### src/rtl/harmonic_mixer.sv
// rtl/harmonic_mixer.sv - additive harmonic mixer: four LUT harmonics, one shared multiplier, ~1/100 scale, saturation
//
// Ports:
//   clk, rst_n     clock and asynchronous active-low reset
//   sample_tick    one-cycle pulse at the audio sample rate
//   note_en        note active; low clears the phase and yields zero samples
//   tuning_word    phase increment applied on every tick
//   harm_word      {w1,w2,w3,w4 (7b percent each), neg1,neg2,neg3,neg4}
//   sine_addr      address to the shared synchronous sine LUT
//   sine_data      signed LUT data, one cycle after sine_addr
//   sample_out     registered signed mixed sample
//   sample_valid   one-cycle pulse when sample_out updates
//   busy           high while a sample is being computed
//   overrun        sticky flag: a tick arrived while busy

module harmonic_mixer #(
  parameter int SAMPLE_W = 16,
  parameter int PHASE_W  = 24,
  parameter int LUT_AW   = 10
) (
  input  logic                       clk,
  input  logic                       rst_n,
  input  logic                       sample_tick,
  input  logic                       note_en,
  input  logic [PHASE_W-1:0]         tuning_word,
  input  logic [31:0]                harm_word,
  output logic [LUT_AW-1:0]          sine_addr,
  input  logic signed [SAMPLE_W-1:0] sine_data,
  output logic signed [SAMPLE_W-1:0] sample_out,
  output logic                       sample_valid,
  output logic                       busy,
  output logic                       overrun
);

  localparam int ACC_W    = SAMPLE_W + 9;
  localparam int PROD_W   = 32;
  localparam int SCALE_SH = 12;
  localparam int SAT_MAX  = (1 << (SAMPLE_W - 1)) - 1;
  localparam int SAT_MIN  = -(1 << (SAMPLE_W - 1));

  typedef enum logic [1:0] {
    S_IDLE  = 2'd0,
    S_RUN   = 2'd1,
    S_SCALE = 2'd2
  } state_t;

  state_t                     state_q, state_d;
  logic [2:0]                 idx_q, idx_d;
  logic [PHASE_W-1:0]         phase_q, phase_d;
  logic [LUT_AW-1:0]          p_q, p_d;
  logic [3:0][6:0]            w_q, w_d;
  logic [3:0]                 neg_q, neg_d;
  logic                       en_q, en_d;
  logic signed [ACC_W-1:0]    acc_q, acc_d;
  logic [LUT_AW-1:0]          sine_addr_q, sine_addr_d;
  logic signed [SAMPLE_W-1:0] sample_out_q, sample_out_d;
  logic                       sample_valid_q, sample_valid_d;
  logic                       overrun_q, overrun_d;

  logic [1:0]                 hsel;
  logic signed [ACC_W-1:0]    mul_a;
  logic signed [7:0]          mul_b;
  logic signed [PROD_W-1:0]   prod;
  logic [ACC_W-1:0]           prod_lo;
  logic [ACC_W-1:0]           term;
  logic signed [PROD_W-1:0]   y;
  logic signed [SAMPLE_W-1:0] y_sat;
  logic [LUT_AW-1:0]          p_snap;

  function automatic logic [6:0] clamp_w(input logic [6:0] w);
    return (w > 7'd100) ? 7'd100 : w;
  endfunction

  assign p_snap = phase_q[PHASE_W-1 -: LUT_AW];

  // Single multiplier shared between the harmonic products (RUN) and the
  // x41 scaling step (SCALE). In RUN, idx i accumulates harmonic i, whose
  // LUT word was addressed during idx i-1, so the weight select is idx-1.
  always_comb begin
    hsel = idx_q[1:0] - 2'd1;
    if (state_q == S_SCALE) begin
      mul_a = acc_q;
      mul_b = 8'sd41;
    end else begin
      mul_a = {{(ACC_W - SAMPLE_W){sine_data[SAMPLE_W-1]}}, sine_data};
      mul_b = {1'b0, w_q[hsel]};
    end
    prod    = {{(PROD_W - ACC_W){mul_a[ACC_W-1]}}, mul_a} *
              {{(PROD_W - 8){mul_b[7]}}, mul_b};
    prod_lo = prod[ACC_W-1:0];
    term    = neg_q[hsel] ? -prod_lo : prod_lo;

    // 41/4096 ~= 1/100; arithmetic shift truncates toward -inf.
    y = prod >>> SCALE_SH;
    if (y > SAT_MAX) begin
      y_sat = SAT_MAX[SAMPLE_W-1:0];
    end else if (y < SAT_MIN) begin
      y_sat = SAT_MIN[SAMPLE_W-1:0];
    end else begin
      y_sat = y[SAMPLE_W-1:0];
    end
  end

  always_comb begin
    state_d        = state_q;
    idx_d          = idx_q;
    phase_d        = phase_q;
    p_d            = p_q;
    w_d            = w_q;
    neg_d          = neg_q;
    en_d           = en_q;
    acc_d          = acc_q;
    sine_addr_d    = sine_addr_q;
    sample_out_d   = sample_out_q;
    sample_valid_d = 1'b0;
    overrun_d      = overrun_q;

    // Phase keeps running on every tick, even while a sample is in flight.
    if (sample_tick) begin
      phase_d = note_en ? (phase_q + tuning_word) : '0;
      if (state_q != S_IDLE) begin
        overrun_d = 1'b1;
      end
    end

    unique case (state_q)
      S_IDLE: begin
        if (sample_tick) begin
          state_d     = S_RUN;
          idx_d       = 3'd0;
          p_d         = p_snap;
          w_d[0]      = clamp_w(harm_word[31:25]);
          w_d[1]      = clamp_w(harm_word[24:18]);
          w_d[2]      = clamp_w(harm_word[17:11]);
          w_d[3]      = clamp_w(harm_word[10:4]);
          neg_d       = {harm_word[0], harm_word[1], harm_word[2], harm_word[3]};
          en_d        = note_en;
          acc_d       = '0;
          sine_addr_d = p_snap;
        end
      end

      S_RUN: begin
        if (idx_q != 3'd0) begin
          acc_d = acc_q + (en_q ? term : '0);
        end
        // Next harmonic address, formed by shift/add rather than a multiply.
        case (idx_q)
          3'd0:    sine_addr_d = p_q << 1;
          3'd1:    sine_addr_d = p_q + (p_q << 1);
          3'd2:    sine_addr_d = p_q << 2;
          default: sine_addr_d = sine_addr_q;
        endcase
        if (idx_q == 3'd4) begin
          state_d = S_SCALE;
        end else begin
          idx_d = idx_q + 3'd1;
        end
      end

      S_SCALE: begin
        sample_out_d   = y_sat;
        sample_valid_d = 1'b1;
        state_d        = S_IDLE;
      end

      default: begin
        state_d = S_IDLE;
      end
    endcase
  end

  always_ff @(posedge clk or negedge rst_n) begin
    if (!rst_n) begin
      state_q        <= S_IDLE;
      idx_q          <= '0;
      phase_q        <= '0;
      p_q            <= '0;
      w_q            <= '0;
      neg_q          <= '0;
      en_q           <= 1'b0;
      acc_q          <= '0;
      sine_addr_q    <= '0;
      sample_out_q   <= '0;
      sample_valid_q <= 1'b0;
      overrun_q      <= 1'b0;
    end else begin
      state_q        <= state_d;
      idx_q          <= idx_d;
      phase_q        <= phase_d;
      p_q            <= p_d;
      w_q            <= w_d;
      neg_q          <= neg_d;
      en_q           <= en_d;
      acc_q          <= acc_d;
      sine_addr_q    <= sine_addr_d;
      sample_out_q   <= sample_out_d;
      sample_valid_q <= sample_valid_d;
      overrun_q      <= overrun_d;
    end
  end

  assign sine_addr    = sine_addr_q;
  assign sample_out   = sample_out_q;
  assign sample_valid = sample_valid_q;
  assign busy         = (state_q != S_IDLE);
  assign overrun      = overrun_q;

endmodule
### config.mk
export PLATFORM = sky130hd
export DESIGN_NAME = harmonic_mixer
export DESIGN_NICKNAME = d
export VERILOG_FILES = /design/src/rtl/harmonic_mixer.sv
export SDC_FILE = /design/constraint.sdc
export NUM_CORES = 1
export LEC_CHECK = 0
export ABC_AREA = 1
export CORE_ASPECT_RATIO = 1.4
export CORE_MARGIN = 2
export CORE_UTILIZATION = 30
export DETAILED_ROUTE_END_ITERATION = 10
export GPL_ROUTABILITY_DRIVEN = 0
export SYNTH_ARGS = -nofsm -noshare
export SYNTH_HDL_FRONTEND = slang
export SYNTH_SLANG_ARGS = --single-unit
### constraint.sdc
create_clock -name clk -period 11.45 [get_ports clk]
set_input_delay 2.29 -clock clk [delete_from_list [all_inputs] [get_ports clk]]
set_output_delay 2.29 -clock clk [all_outputs]
set_load 0.005 [all_outputs]
### Word level (Yosys, flattened, before mapping)

Index checks and enable logic that the tools add are counted.

* bits in registers: 125
* bits of input ports: 76
* logic and storage cells: 78

* add/subtract/negate cells: 6
* multiply operators: 1
* magnitude comparators: 7
* equality and inequality tests: 10
* mux-type cells: 28
* reductions and logical operators: 11

Operators by type and width (number)
* 2-to-1 mux 25 bit: 5
* one-hot mux 25 bit (2 select lines): 1
* 2-to-1 mux 7 bit: 6
* multiplier 25 x 8 -> 32 bit: 1
* 2-to-1 mux 16 bit: 2
* one-hot mux 10 bit (3 select lines): 1
* > comparator 7 bit (second input constant): 4
* adder 25 bit: 1
* negation 25 bit: 1
* adder 24 bit: 1
* 2-to-1 mux 24 bit: 1
* > comparator 20 x 16 -> 1 bit (second input constant): 1
* less-than comparator 20 x 16 -> 1 bit (second input constant): 1
* one-hot mux 10 bit (2 select lines): 1
* binary-select mux 7 bit (select 2 bit): 1
* adder 10 bit: 1
* 2-to-1 mux 10 bit: 1
* AND reduction 3 bit: 3
* inequality test 2 bit (second input constant): 4
* 2-to-1 mux 3 bit: 2
* one-hot mux 3 bit (2 select lines): 1
* AND reduction 2 bit: 3
* 2-to-1 mux 2 bit: 2
* inequality test 4 x 1 -> 1 bit (second input constant): 1
* other kinds (15): 17

### Depth between registers and ports, before layout

* depth after elaboration: 11
* gate-level depth with buffers: 47
* mapped depth without buffers: 44

### Least setup slack after synthesis

OpenSTA, ideal clock, no wires.

* kind: input port to flip-flop
* from: input port sine_data[1]
* to: register acc_q[23]
* library setup time: 0.123 ns
* arrival: 7.767 ns
* required time: 11.327 ns
* setup slack: 3.559 ns
* stages on the path: 35
* buffers on the path: 0
* cells stage by stage: o21ai_1 > nor2_1 > fa_1 > fa_1 > inv_1 > fa_1 > fa_1 > inv_1 > ha_1 > nand2_1 > inv_1 > nand2_1 > nand3_2 > nand2_1 > nand2_1 > nor2_1 > inv_1 > nor2_2 > nand2_1 > inv_2 > nand3_2 > o21ai_1 > nand2_1 > o21ai_0 > a21oi_1 > ha_1 > nand2_1 > nor4_1 > nand3_1 > nand3_1 > nand3_1 > nand2_1 > a21oi_1 > o21ai_0 > nand2_1

* longest elaborated chain between the ends: 8

Ends and longest elaborated chain
* from (decl): line 28 `input logic signed [SAMPLE_W-1:0] sine_data,`
* 2-to-1 mux 25 bit *: line 81 `if (state_q == S_SCALE) begin`
* multiplier 25 x 8 -> 32 bit *: line 88 `prod = {{(PROD_W - ACC_W){mul_a[ACC_W-1]}}, mul_a} *`
* negation 25 bit: line 91 `term = neg_q[hsel] ? -prod_lo : prod_lo;`
* 2-to-1 mux 25 bit *: line 91
* 2-to-1 mux 25 bit *: line 145 `acc_d = acc_q + (en_q ? term : '0);`
* adder 25 bit *: line 145
* 2-to-1 mux 25 bit *: line 144 `if (idx_q != 3'd0) begin`
* one-hot mux 25 bit (2 select lines) *: line 126 `unique case (state_q)`
* to (signal assigned): line 182 `acc_q <= '0;`
* to (signal assigned): line 195 `acc_q <= acc_d;`
* to (decl): line 54 `logic signed [ACC_W-1:0] acc_q, acc_d;`

Mark *: on every way between the ends. The rest lies on a longest branch, timed or not. The select of a mux whose other input is x is not followed.
A chain may end at the register's enable or synchronous reset.

### Worst setup path after layout

* from: register idx_q[0]
* to: register acc_q[23]

* longest elaborated chain between the ends: 11

Ends and longest elaborated chain
* from (decl): line 48 `logic [2:0] idx_q, idx_d;`
* from (signal assigned): line 189 `idx_q <= idx_d;`
* subtractor 2 x 1 -> 2 bit: line 80 `hsel = idx_q[1:0] - 2'd1;`
* binary-select mux 7 bit (select 2 bit): line 86 `mul_b = {1'b0, w_q[hsel]};`
* 2-to-1 mux 7 bit (not written as such): line 86
* 2-to-1 mux 7 bit: line 81
* multiplier 25 x 8 -> 32 bit: line 88
* negation 25 bit: line 91
* 2-to-1 mux 25 bit: line 91
* 2-to-1 mux 25 bit: line 145
* adder 25 bit: line 145
* 2-to-1 mux 25 bit: line 144
* one-hot mux 25 bit (2 select lines): line 126

Parallel ways exist; a longest one is shown, timed or not. The select of a mux whose other input is x is not followed.

==> results.cfg <==
[sta]
finClkSkew_ns = 0.00850
finalHoldViolations = 0
setup_viol = 0
fin_crit_sh_pct = 79.6
slew_violations = 0
rsz0062_at_grt = no
max_freq_mhz = 110
worst_pin_slew_ns = 0.947
tns_ns = 0
min_period_ns = 9.11
slew_headroom_pct = 36.7

[cts]
clock-sinks = 125
cts_tree = built
cts_root_buf = clkbuf_16
clk_latency_ns = 0.43
ctsHoldBuffers = 0
cts_resized = 0
numCtsBuffers = 17
cts_max_path_buffers = 2
path_clk_slew_ns = 0.06
htreeDepth = 4
cts_setup_buffers = 0

[worst_setup_path]
slowest_stage = dfrtp_1
reg2reg_depth = 39
cpMostUsedCell = nand2_1
rr_endpoint = acc_q[23]
worstReg2RegStart = idx_q[0]
worstSetupPathType = reg -> reg
reg2reg_slack_ns = 2.34
critPathLaunchType = flop
crit_fanout = 23
cp_data_required_time_ns = 11.77
worstPathArrival_ns = 9.43
slowest_delay_ns = 0.74
endpoint_kind = flop

[yosys]
synth_area_sq_um = 15000
yosysUniqueCellTypes = 59
syn_nets = 2434
synth_area_per_cell_sq_um = 7.14
synthCells = 2102
synth_ff_type = dfrtp_1
ys_warn_count = 0
synth_edf_count = 0
seq_area_frac_synth_pct = 20.8
synth-seq-cells = 125
async_flop_share_pct = 100

[floorplanning]
core_area_sq_um = 49800
start_util_pct = 30.2
die_width_um = 193
boundaryPins = 105
die_h_um = 269
row_count = 97
dieArea_sq_um = 51800

[grt]
grtUsageMet2_pct = 31.9
grt_pass1_wl_um = 72200
grt_pass1_vias = 14500
gr-total-overflow = 0
grt_use_met3_pct = 2.45
top_usage_layer = met2
grt_max_degree = 64
track_usage_pct = 17.6
grt_use_met1_pct = 20.1
antenna_found_initial = 0

[routing]
vias = 13900
first_iter_violations = 762
vias_per_cell = 4.90
drt_wl_total_um = 44300
post_drt_wl_per_cell_um = 15.6
route.detailed.drc = 0
dr.pass1.iters = 5
postRouteAntennaNets = 0

[placed_design]
port_buffers = 104
dp_hpwl_um = 36700

[layout]
drive_gt1_share_pct = 5.15
final_nets = 2513
n_antenna_cell = 0
fillerInstances = 5321
regArea_sq_um = 3130
multi_input_comb_area_sq_um = 10300
syn_to_final_growth_pct = 15.5
final_common_cell = nand2_1
layout_common_cells = 454 x nand2_1, 353 x inv_1, 259 x nor2_1, 161 x o21ai_0, 136 x a21oi_1

[hold_path]
holdPathEnd = neg_q[0]
hold_path.class = reg -> reg
whs_path_depth = 2
holdCritStartpoint = neg_q[0]

[run]
max_cap_violations = 0

[outcome]
status = complete, no violations
## cells in the mapped netlist (14+ instances only)
cell type | instances | area [sq um]
nand2_1 | 454 | 1700
inv_1 | 353 | 1330
nor2_1 | 260 | 976
o21ai_0 | 161 | 806
a21oi_1 | 136 | 681
fa_1 | 132 | 2640
dfrtp_1 | 125 | 3130
ha_1 | 124 | 1550
nand3_1 | 76 | 380
clkbuf_1 | 47 | 176
nand4_1 | 21 | 131
nor3_1 | 17 | 85.1
inv_2 | 15 | 56.3
o21ai_1 | 14 | 70.1
## final cells by class
class / count / share of cell area [%]
tap: 643 / 4.64
inverter: 370 / 8.02
clock inverter: 13 / 0.953
sequential: 125 / 18.1
clock buffer: 18 / 2.53
timing repair buffer: 115 / 6.49
multi-input combinational: 1552 / 59.3
## registers in the layout, indices dropped and copies added, names as in the netlist
| register | count |
|---|---|
| acc_q | 25 |
| neg_q | 4 |
| sine_addr | 10 |
| p_q | 10 |
| idx_q | 3 |
| phase_q | 24 |
| sample_valid | 1 |
| w_q | 28 |
| state_q | 2 |
| sample_out | 16 |
| overrun | 1 |
| en_q | 1 |
## routing by layer
metal | vias to the layer above | part of all wire [%]
met4 | 0 | 5.1
met1 | 6589 | 40
li1 | 6834 | -
met2 | 350 | 51
met5 | - | 0
met3 | 117 | 4.2
## through the flow
step / cells / utilization, % / setup WS, ns / area (sq um) / hold WS (ns)
floorplan: 2102 / - / 3.56 / 15000 / 0.437
global placement: 2805 / 33.6 / 2.10 / 16700 / 0.464
detailed placement: 2805 / 33.6 / 2.08 / 16700 / 0.467
CTS: 2836 / 34.8 / 2.46 / 17300 / 0.486
global route: 2836 / 34.8 / 1.62 / 17300 / 0.497
finish: 2836 / 34.8 / 2.34 / 17300 / 0.481
## critical path: cells and delay by family, from the launching register on
kind / cells / cell delay (ns)
adders and majority gates: 7 / 3.46
and+or+nand+nor: 20 / 2.82
buffers and inverters: 6 / 1.30
DFF: 1 / 0.74
AOI/OAI and AO/OA: 6 / 0.66
## how the worst max path moves through the flow
| stage | from | to | slack, ns |
|---|---|---|---|
| 2_1_floorplan | sine_data[1] | acc_q[23] | 3.56 |
| 3_3_place_gp | sine_data[15] | acc_q[23] | 2.10 |
| 3_5_place_dp | sine_data[15] | acc_q[23] | 2.08 |
| 4_1_cts | idx_q[0] | acc_q[23] | 2.46 |
| 5_1_grt | idx_q[0] | acc_q[23] | 1.62 |
| 6_report | idx_q[0] | acc_q[23] | 2.34 |
## cell families (layout without fill, tap and decap cells)
logic type	count (synthesis)	after routing	share of synthesized area [%]
AND/OR/NAND/NOR	873	873	23.9
adder cells (fa/ha/maj)	256	256	27.9
buffers and inverters	425	516	10.8
flip-flops	125	125	20.8
multiplexers	2	2	0.133
XOR/XNOR	23	23	1.39
AO/OA/AOI/OAI	398	398	15.0
Power is left out: the tool's default activity adds up to more than one toggle a clock period on the data nets, which glitch-free logic cannot reach.
